File: src/rtl/mic1_mem_pkg.sv
// mic1_mem_pkg
// Shared definitions for the main_memory port-A arbiter:
//   - default word width, address width and implemented depth
//   - FSM state encoding (IDLE -> ACCESS -> RESP)
//   - grant identity used for round-robin bookkeeping
package mic1_mem_pkg;

  localparam int DATA_W_DEF    = 9;
  localparam int ADDR_W_DEF    = 9;
  localparam int MEM_DEPTH_DEF = 512;

  typedef enum logic [1:0] {
    IDLE   = 2'd0,
    ACCESS = 2'd1,
    RESP   = 2'd2
  } state_e;

  typedef enum logic {
    GNT_FETCH = 1'b0,
    GNT_DATA  = 1'b1
  } gnt_e;

endpackage

File: src/rtl/mem_arbiter_rr_arb2.sv
// rr_arb2
// Two-way round-robin grant. Purely combinational; the caller owns the
// last-grant register and only updates it when a grant is actually taken.
// Ports:
//   req_f / req_d   : fetch / data requests
//   last_gnt        : requester granted most recently
//   gnt_f / gnt_d   : one-hot (or zero) grant; never asserted without request
module rr_arb2
  import mic1_mem_pkg::*;
(
  input  logic req_f,
  input  logic req_d,
  input  gnt_e last_gnt,
  output logic gnt_f,
  output logic gnt_d
);

  // Grant selection: a lone requester wins, a tie goes to whoever did not win last.
  always_comb begin
    gnt_f = 1'b0;
    gnt_d = 1'b0;
    if (req_f && req_d) begin
      if (last_gnt == GNT_DATA) begin
        gnt_f = 1'b1;
      end else begin
        gnt_d = 1'b1;
      end
    end else if (req_f) begin
      gnt_f = 1'b1;
    end else if (req_d) begin
      gnt_d = 1'b1;
    end else begin
      gnt_f = 1'b0;
      gnt_d = 1'b0;
    end
  end

endmodule

File: src/rtl/mem_arbiter.sv
// mem_arbiter
// Arbitrates a fetch (read-only) requester and a data (read/write) requester
// onto port A of main_memory. Every transaction is IDLE -> ACCESS -> RESP.
// Ports:
//   clk, rst_n                       : clock, async active-low reset
//   f_req_*/f_rsp_*                  : fetch request / response
//   d_req_*/d_rsp_*                  : data request / response (writes acked too)
//   mem_ren_A, mem_wen_A, mem_addr_A,
//   mem_wdata_A, mem_rdata_A         : main_memory port A (sync-read memory)
//   busy                             : high whenever not in IDLE
module mem_arbiter
  import mic1_mem_pkg::*;
#(
  parameter int DATA_W    = DATA_W_DEF,
  parameter int ADDR_W    = ADDR_W_DEF,
  parameter int MEM_DEPTH = MEM_DEPTH_DEF
) (
  input  logic              clk,
  input  logic              rst_n,
  input  logic              f_req_valid,
  input  logic [ADDR_W-1:0] f_req_addr,
  output logic              f_req_ready,
  output logic              f_rsp_valid,
  output logic [DATA_W-1:0] f_rsp_data,
  output logic              f_rsp_err,
  input  logic              d_req_valid,
  input  logic              d_req_we,
  input  logic [ADDR_W-1:0] d_req_addr,
  input  logic [DATA_W-1:0] d_req_wdata,
  output logic              d_req_ready,
  output logic              d_rsp_valid,
  output logic [DATA_W-1:0] d_rsp_rdata,
  output logic              d_rsp_err,
  output logic              mem_ren_A,
  output logic              mem_wen_A,
  output logic [ADDR_W-1:0] mem_addr_A,
  output logic [DATA_W-1:0] mem_wdata_A,
  input  logic [DATA_W-1:0] mem_rdata_A,
  output logic              busy
);

  // One extra bit so MEM_DEPTH == 2**ADDR_W compares correctly.
  localparam logic [ADDR_W:0] DEPTH_L = (ADDR_W + 1)'(MEM_DEPTH);

  state_e            state_q, state_d;
  gnt_e              last_gnt_q, last_gnt_d;
  gnt_e              owner_q, owner_d;
  logic              we_q, we_d;
  logic              err_q, err_d;
  logic [ADDR_W-1:0] addr_q, addr_d;
  logic [DATA_W-1:0] wdata_q, wdata_d;
  logic              mem_ren_q, mem_ren_d;
  logic              mem_wen_q, mem_wen_d;
  logic              f_rsp_valid_q, f_rsp_valid_d;
  logic              d_rsp_valid_q, d_rsp_valid_d;
  logic              f_rsp_err_q, f_rsp_err_d;
  logic              d_rsp_err_q, d_rsp_err_d;
  logic              rsp_rd_q, rsp_rd_d;
  logic              busy_q, busy_d;

  logic              arb_gnt_f;
  logic              arb_gnt_d;
  logic [ADDR_W-1:0] sel_addr;
  logic              sel_in_range;
  logic              sel_we;

  rr_arb2 u_rr_arb2 (
    .req_f    (f_req_valid),
    .req_d    (d_req_valid),
    .last_gnt (last_gnt_q),
    .gnt_f    (arb_gnt_f),
    .gnt_d    (arb_gnt_d)
  );

  // Ready is combinational so a request is taken in the same IDLE cycle;
  // it is held low during reset even though the state reads IDLE then.
  assign f_req_ready  = rst_n & (state_q == IDLE) & arb_gnt_f;
  assign d_req_ready  = rst_n & (state_q == IDLE) & arb_gnt_d;
  assign sel_addr     = arb_gnt_d ? d_req_addr : f_req_addr;
  assign sel_we       = arb_gnt_d & d_req_we;
  assign sel_in_range = ({1'b0, sel_addr} < DEPTH_L);

  // Next-state, request capture and strobe/response generation.
  always_comb begin
    state_d       = state_q;
    last_gnt_d    = last_gnt_q;
    owner_d       = owner_q;
    we_d          = we_q;
    err_d         = err_q;
    addr_d        = addr_q;
    wdata_d       = wdata_q;
    mem_ren_d     = 1'b0;
    mem_wen_d     = 1'b0;
    f_rsp_valid_d = 1'b0;
    d_rsp_valid_d = 1'b0;
    f_rsp_err_d   = 1'b0;
    d_rsp_err_d   = 1'b0;
    rsp_rd_d      = 1'b0;
    case (state_q)
      IDLE: begin
        if (f_req_ready || d_req_ready) begin
          state_d    = ACCESS;
          owner_d    = arb_gnt_d ? GNT_DATA : GNT_FETCH;
          last_gnt_d = arb_gnt_d ? GNT_DATA : GNT_FETCH;
          we_d       = sel_we;
          addr_d     = sel_addr;
          wdata_d    = arb_gnt_d ? d_req_wdata : {DATA_W{1'b0}};
          err_d      = ~sel_in_range;
          // Strobes are registered here so they are high exactly in ACCESS.
          mem_ren_d  = sel_in_range & ~sel_we;
          mem_wen_d  = sel_in_range & sel_we;
        end else begin
          state_d = IDLE;
        end
      end
      ACCESS: begin
        state_d = RESP;
        if (owner_q == GNT_DATA) begin
          d_rsp_valid_d = 1'b1;
          d_rsp_err_d   = err_q;
        end else begin
          f_rsp_valid_d = 1'b1;
          f_rsp_err_d   = err_q;
        end
        rsp_rd_d = ~we_q & ~err_q;
      end
      RESP: begin
        state_d = IDLE;
      end
      default: begin
        state_d = IDLE;
      end
    endcase
    busy_d = (state_d != IDLE);
  end

  // State and datapath registers; reset aborts any transaction in flight.
  always_ff @(posedge clk or negedge rst_n) begin
    if (!rst_n) begin
      state_q       <= IDLE;
      last_gnt_q    <= GNT_FETCH;
      owner_q       <= GNT_FETCH;
      we_q          <= 1'b0;
      err_q         <= 1'b0;
      addr_q        <= {ADDR_W{1'b0}};
      wdata_q       <= {DATA_W{1'b0}};
      mem_ren_q     <= 1'b0;
      mem_wen_q     <= 1'b0;
      f_rsp_valid_q <= 1'b0;
      d_rsp_valid_q <= 1'b0;
      f_rsp_err_q   <= 1'b0;
      d_rsp_err_q   <= 1'b0;
      rsp_rd_q      <= 1'b0;
      busy_q        <= 1'b0;
    end else begin
      state_q       <= state_d;
      last_gnt_q    <= last_gnt_d;
      owner_q       <= owner_d;
      we_q          <= we_d;
      err_q         <= err_d;
      addr_q        <= addr_d;
      wdata_q       <= wdata_d;
      mem_ren_q     <= mem_ren_d;
      mem_wen_q     <= mem_wen_d;
      f_rsp_valid_q <= f_rsp_valid_d;
      d_rsp_valid_q <= d_rsp_valid_d;
      f_rsp_err_q   <= f_rsp_err_d;
      d_rsp_err_q   <= d_rsp_err_d;
      rsp_rd_q      <= rsp_rd_d;
      busy_q        <= busy_d;
    end
  end

  assign mem_ren_A   = mem_ren_q;
  assign mem_wen_A   = mem_wen_q;
  assign mem_addr_A  = addr_q;
  assign mem_wdata_A = wdata_q;
  assign f_rsp_valid = f_rsp_valid_q;
  assign d_rsp_valid = d_rsp_valid_q;
  assign f_rsp_err   = f_rsp_err_q;
  assign d_rsp_err   = d_rsp_err_q;
  assign busy        = busy_q;
  // The memory's read data arrives in RESP (one cycle after the read strobe),
  // so it is forwarded directly, gated by the registered response qualifiers.
  assign f_rsp_data  = (f_rsp_valid_q && rsp_rd_q) ? mem_rdata_A : {DATA_W{1'b0}};
  assign d_rsp_rdata = (d_rsp_valid_q && rsp_rd_q) ? mem_rdata_A : {DATA_W{1'b0}};

endmodule

File: config.mk
export PLATFORM = sky130hd
export DESIGN_NAME = mem_arbiter
export DESIGN_NICKNAME = d
export VERILOG_FILES = /design/src/rtl/mic1_mem_pkg.sv /design/src/rtl/mem_arbiter_rr_arb2.sv /design/src/rtl/mem_arbiter.sv
export SDC_FILE = /design/constraint.sdc
export NUM_CORES = 1
export LEC_CHECK = 0
export CAP_MARGIN = 20
export CORE_MARGIN = 2
export CORE_UTILIZATION = 38
export CTS_CLUSTER_SIZE = 28
export DETAILED_ROUTE_END_ITERATION = 6
export PLACE_DENSITY = 0.85
export SYNTH_ARGS = -nofsm -noshare
export SYNTH_HDL_FRONTEND = slang
export SYNTH_HIERARCHICAL = 1
export SYNTH_SLANG_ARGS = --single-unit
File: constraint.sdc
create_clock -name clk -period 2.4 [get_ports clk]
set_input_delay 0.24 -clock clk [delete_from_list [all_inputs] [get_ports clk]]
set_output_delay 0.24 -clock clk [all_outputs]
set_load 0.05 [all_outputs]
==> flow_metrics.env <==
export IMPL_syn_area_per_cell_um2=12.87
export IMPL_cts_buffer_depth=2
export IMPL_synth_largest_area_cell="dfrtp_1"
export IMPL_synth_top_area_share_pct=54.42
export IMPL_antenna_found_initial=0
export IMPL_dieHeight_um=62.21
export IMPL_fin_util_pct=68.57
export IMPL_syn_inst=100
export IMPL_cts_resized=0
export IMPL_ir_drop_mv=0.7034
export IMPL_ant_nets=0
export IMPL_powerDensity_mw_per_mm2=1075
export IMPL_outcome="complete, no violations"
export IMPL_rsz0062_at_grt="no"
export IMPL_yosysUniqueCellTypes=20
export IMPL_globalRouteMet1Util_pct=20.07
export IMPL_antennaDiodeCount=0
export IMPL_ys_seq_elements=28
export IMPL_core_area_mm2=0.003284
export IMPL_num_vias=1125
export IMPL_grt_pass1_wl_um=5526
export IMPL_setup_tns_final_ps=0
export IMPL_cp_start_kind="flop"
export IMPL_dp_hpwl_um=2614
export IMPL_yosysSeqAreaShare_pct=54.42
export IMPL_cts_tree="done"
export IMPL_setup_viol=0
export IMPL_drtPass1Iterations=4
export IMPL_fmax_mhz=460.6
export IMPL_end_kind="output port"
export IMPL_grt_use_total_pct=17.80
export IMPL_drt_wl_total_um=3232
export IMPL_drive_gt1_share_pct=17.11
export IMPL_clock_skew_ps=4.691
export IMPL_yosys_warnings=6
export IMPL_grt_util_met3_pct=7.790
export IMPL_grt_max_degree=29
export IMPL_worst_pin_slew_ps=517.4
export IMPL_die_w_um=62.21
export IMPL_top_usage_layer="met2"
export IMPL_path_cells="and3_1, clkdlybuf4s50_1"
export IMPL_cts_setup_buffers=0
export IMPL_slew_violations=0
export IMPL_period_needed_ps=2171
export IMPL_grt_overflow=0
export IMPL_core_rowCount=21
export IMPL_cts_buffers=3
export IMPL_crit_slowest_cell="clkdlybuf4s50_1"
export IMPL_cp_top_family="buffers and inverters"
export IMPL_gp_congestion=0.7597
export IMPL_syn_area_mm2=0.001287
export IMPL_crit_type="reg2out"
export IMPL_ios=86
export IMPL_r2r_cells=4
export IMPL_drv_cap=0
export IMPL_area_growth_pct=74.93
export IMPL_critical_path_depth=2
export IMPL_vias_per_cell=4.828
export IMPL_clock_latency_ps=320
export IMPL_fillers=257
export IMPL_final_cell_mix="clkdlybuf4s50_1 (81), dfrtp_1 (28), and3_1 (19), mux2_2 (11), a22o_1 (9)"
export IMPL_path_max_fanout=18
export IMPL_wl_per_cell_um=13.87
export IMPL_relSlewSlack_pct=65.40
export IMPL_root_buffer="clkbuf_4"
export IMPL_max_stage_delay_ps=800
export IMPL_h_tree_depth=1
export IMPL_finalNetCount=229
export IMPL_drt_iter0_drc=45
export IMPL_total_power_w=0.002421
export IMPL_die_area_mm2=0.003869
export IMPL_drc=0
export IMPL_io_buffers=83
export IMPL_holdWs_ps=304.6
export IMPL_cts_clk_slew_worst_paths_ps=150
export IMPL_power_leakage_nw=1.075
export IMPL_finalHoldViolCount=0
export IMPL_final_common_cell="clkdlybuf4s50_1"
export IMPL_cp_num_buf_inv=1
export IMPL_grtUsageMet2_pct=30.30
export IMPL_cts_sinks=28
export IMPL_postCtsHoldBufs=0
export IMPL_arrival_ps=1930
export IMPL_grt_pass1_vias=1166
export IMPL_finalCritPeriodShare_pct=90.45
export IMPL_initial_core_util_pct=39.20
export IMPL_hold_class="in2async"
export IMPL_synthTopCellsByArea="dfrtp_1 (54%), mux2_2 (9.6%), and3_1 (9.2%)"
export IMPL_critPathRequiredTime_ps=2160
-- worst paths after layout --
check / slack [ps] / to / startpoint
max: 230 / f_rsp_data[3] / rsp_rd_q
min reg2reg: 450 / rsp_rd_q / we_q
max reg2reg: 870 / mem_addr_A[8] / owner_q
max in group asynchronous: 1840 / mem_wdata_A[0] / rst_n
min in group clk: 450 / rsp_rd_q / we_q
min: 300 / mem_wen_A / rst_n
-- power by group --
part | leakage, nW | internal [W] | switching [W] | total [W]
Clock | 0.0279 | 0.000169 | 0.000135 | 0.000304
Combinational | 0.695 | 0.000547 | 0.000800 | 0.00135
Sequential | 0.352 | 0.000646 | 0.000124 | 0.000770
Total | 1.08 | 0.00136 | 0.00106 | 0.00242
-- stage by stage --
| step | area [µm²] | setup WS (ps) | std cells |
|---|---|---|---|
| floorplan | 1291 | 796.5 | 101 |
| global placement | 2200 | 472.1 | 229 |
| global route | 2252 | 116.4 | 233 |
| finish | 2252 | 229.1 | 233 |
| detailed placement | 2200 | 440.5 | 229 |
| CTS | 2252 | 212.6 | 233 |
-- area by class of cell --
type                            instances  area (µm²)  share of cell area (%)
Timing Repair Buffer                   89       895.9                   39.78
Sequential cell                        28       700.7                   31.11
Multi-Input combinational cell         62       530.5                   23.56
Tap cell                               46       57.56                   2.556
Clock inverter                          1       30.03                   1.333
Clock buffer                            3       22.52                   1.000
Inverter                                4       15.01                  0.6667
-- flip-flops by register name, indices dropped and copies added, names as in the netlist --
name and count:
busy 1, d_rsp_valid 1, f_rsp_valid 1, mem_addr_A 9, mem_ren_A 1, mem_wdata_A 9, mem_wen_A 1, owner_q 1
rsp_rd_q 1, state_q 2, we_q 1
-- cell usage after synthesis, drive strengths merged --
cell / number
a21boi: 2
buf: 6
nand2: 2
and2: 2
inv: 4
mux2: 18
and3: 19
nor2: 2
a22o: 9
o21ai: 1
a21oi: 1
a21o: 2
conb: 1
nand2b: 1
dfrtp: 28
nor3b: 1
clkbuf: 1
-- cell families after synthesis --
| family | after synthesis | synth area share [%] |
|---|---|---|
| flops | 28 | 54.42 |
| simple gates | 27 | 13.31 |
| mux | 18 | 17.78 |
| compound gates | 15 | 9.523 |
| buf+inv | 11 | 4.663 |
| other cells | 1 | 0.2913 |
-- metal layers --
metal,up-vias,wire (µm)
met5,-,0
met4,0,34
met3,4,421
met2,71,1599
met1,527,1177
li1,523,-
Power figures use the tool's default switching activity.
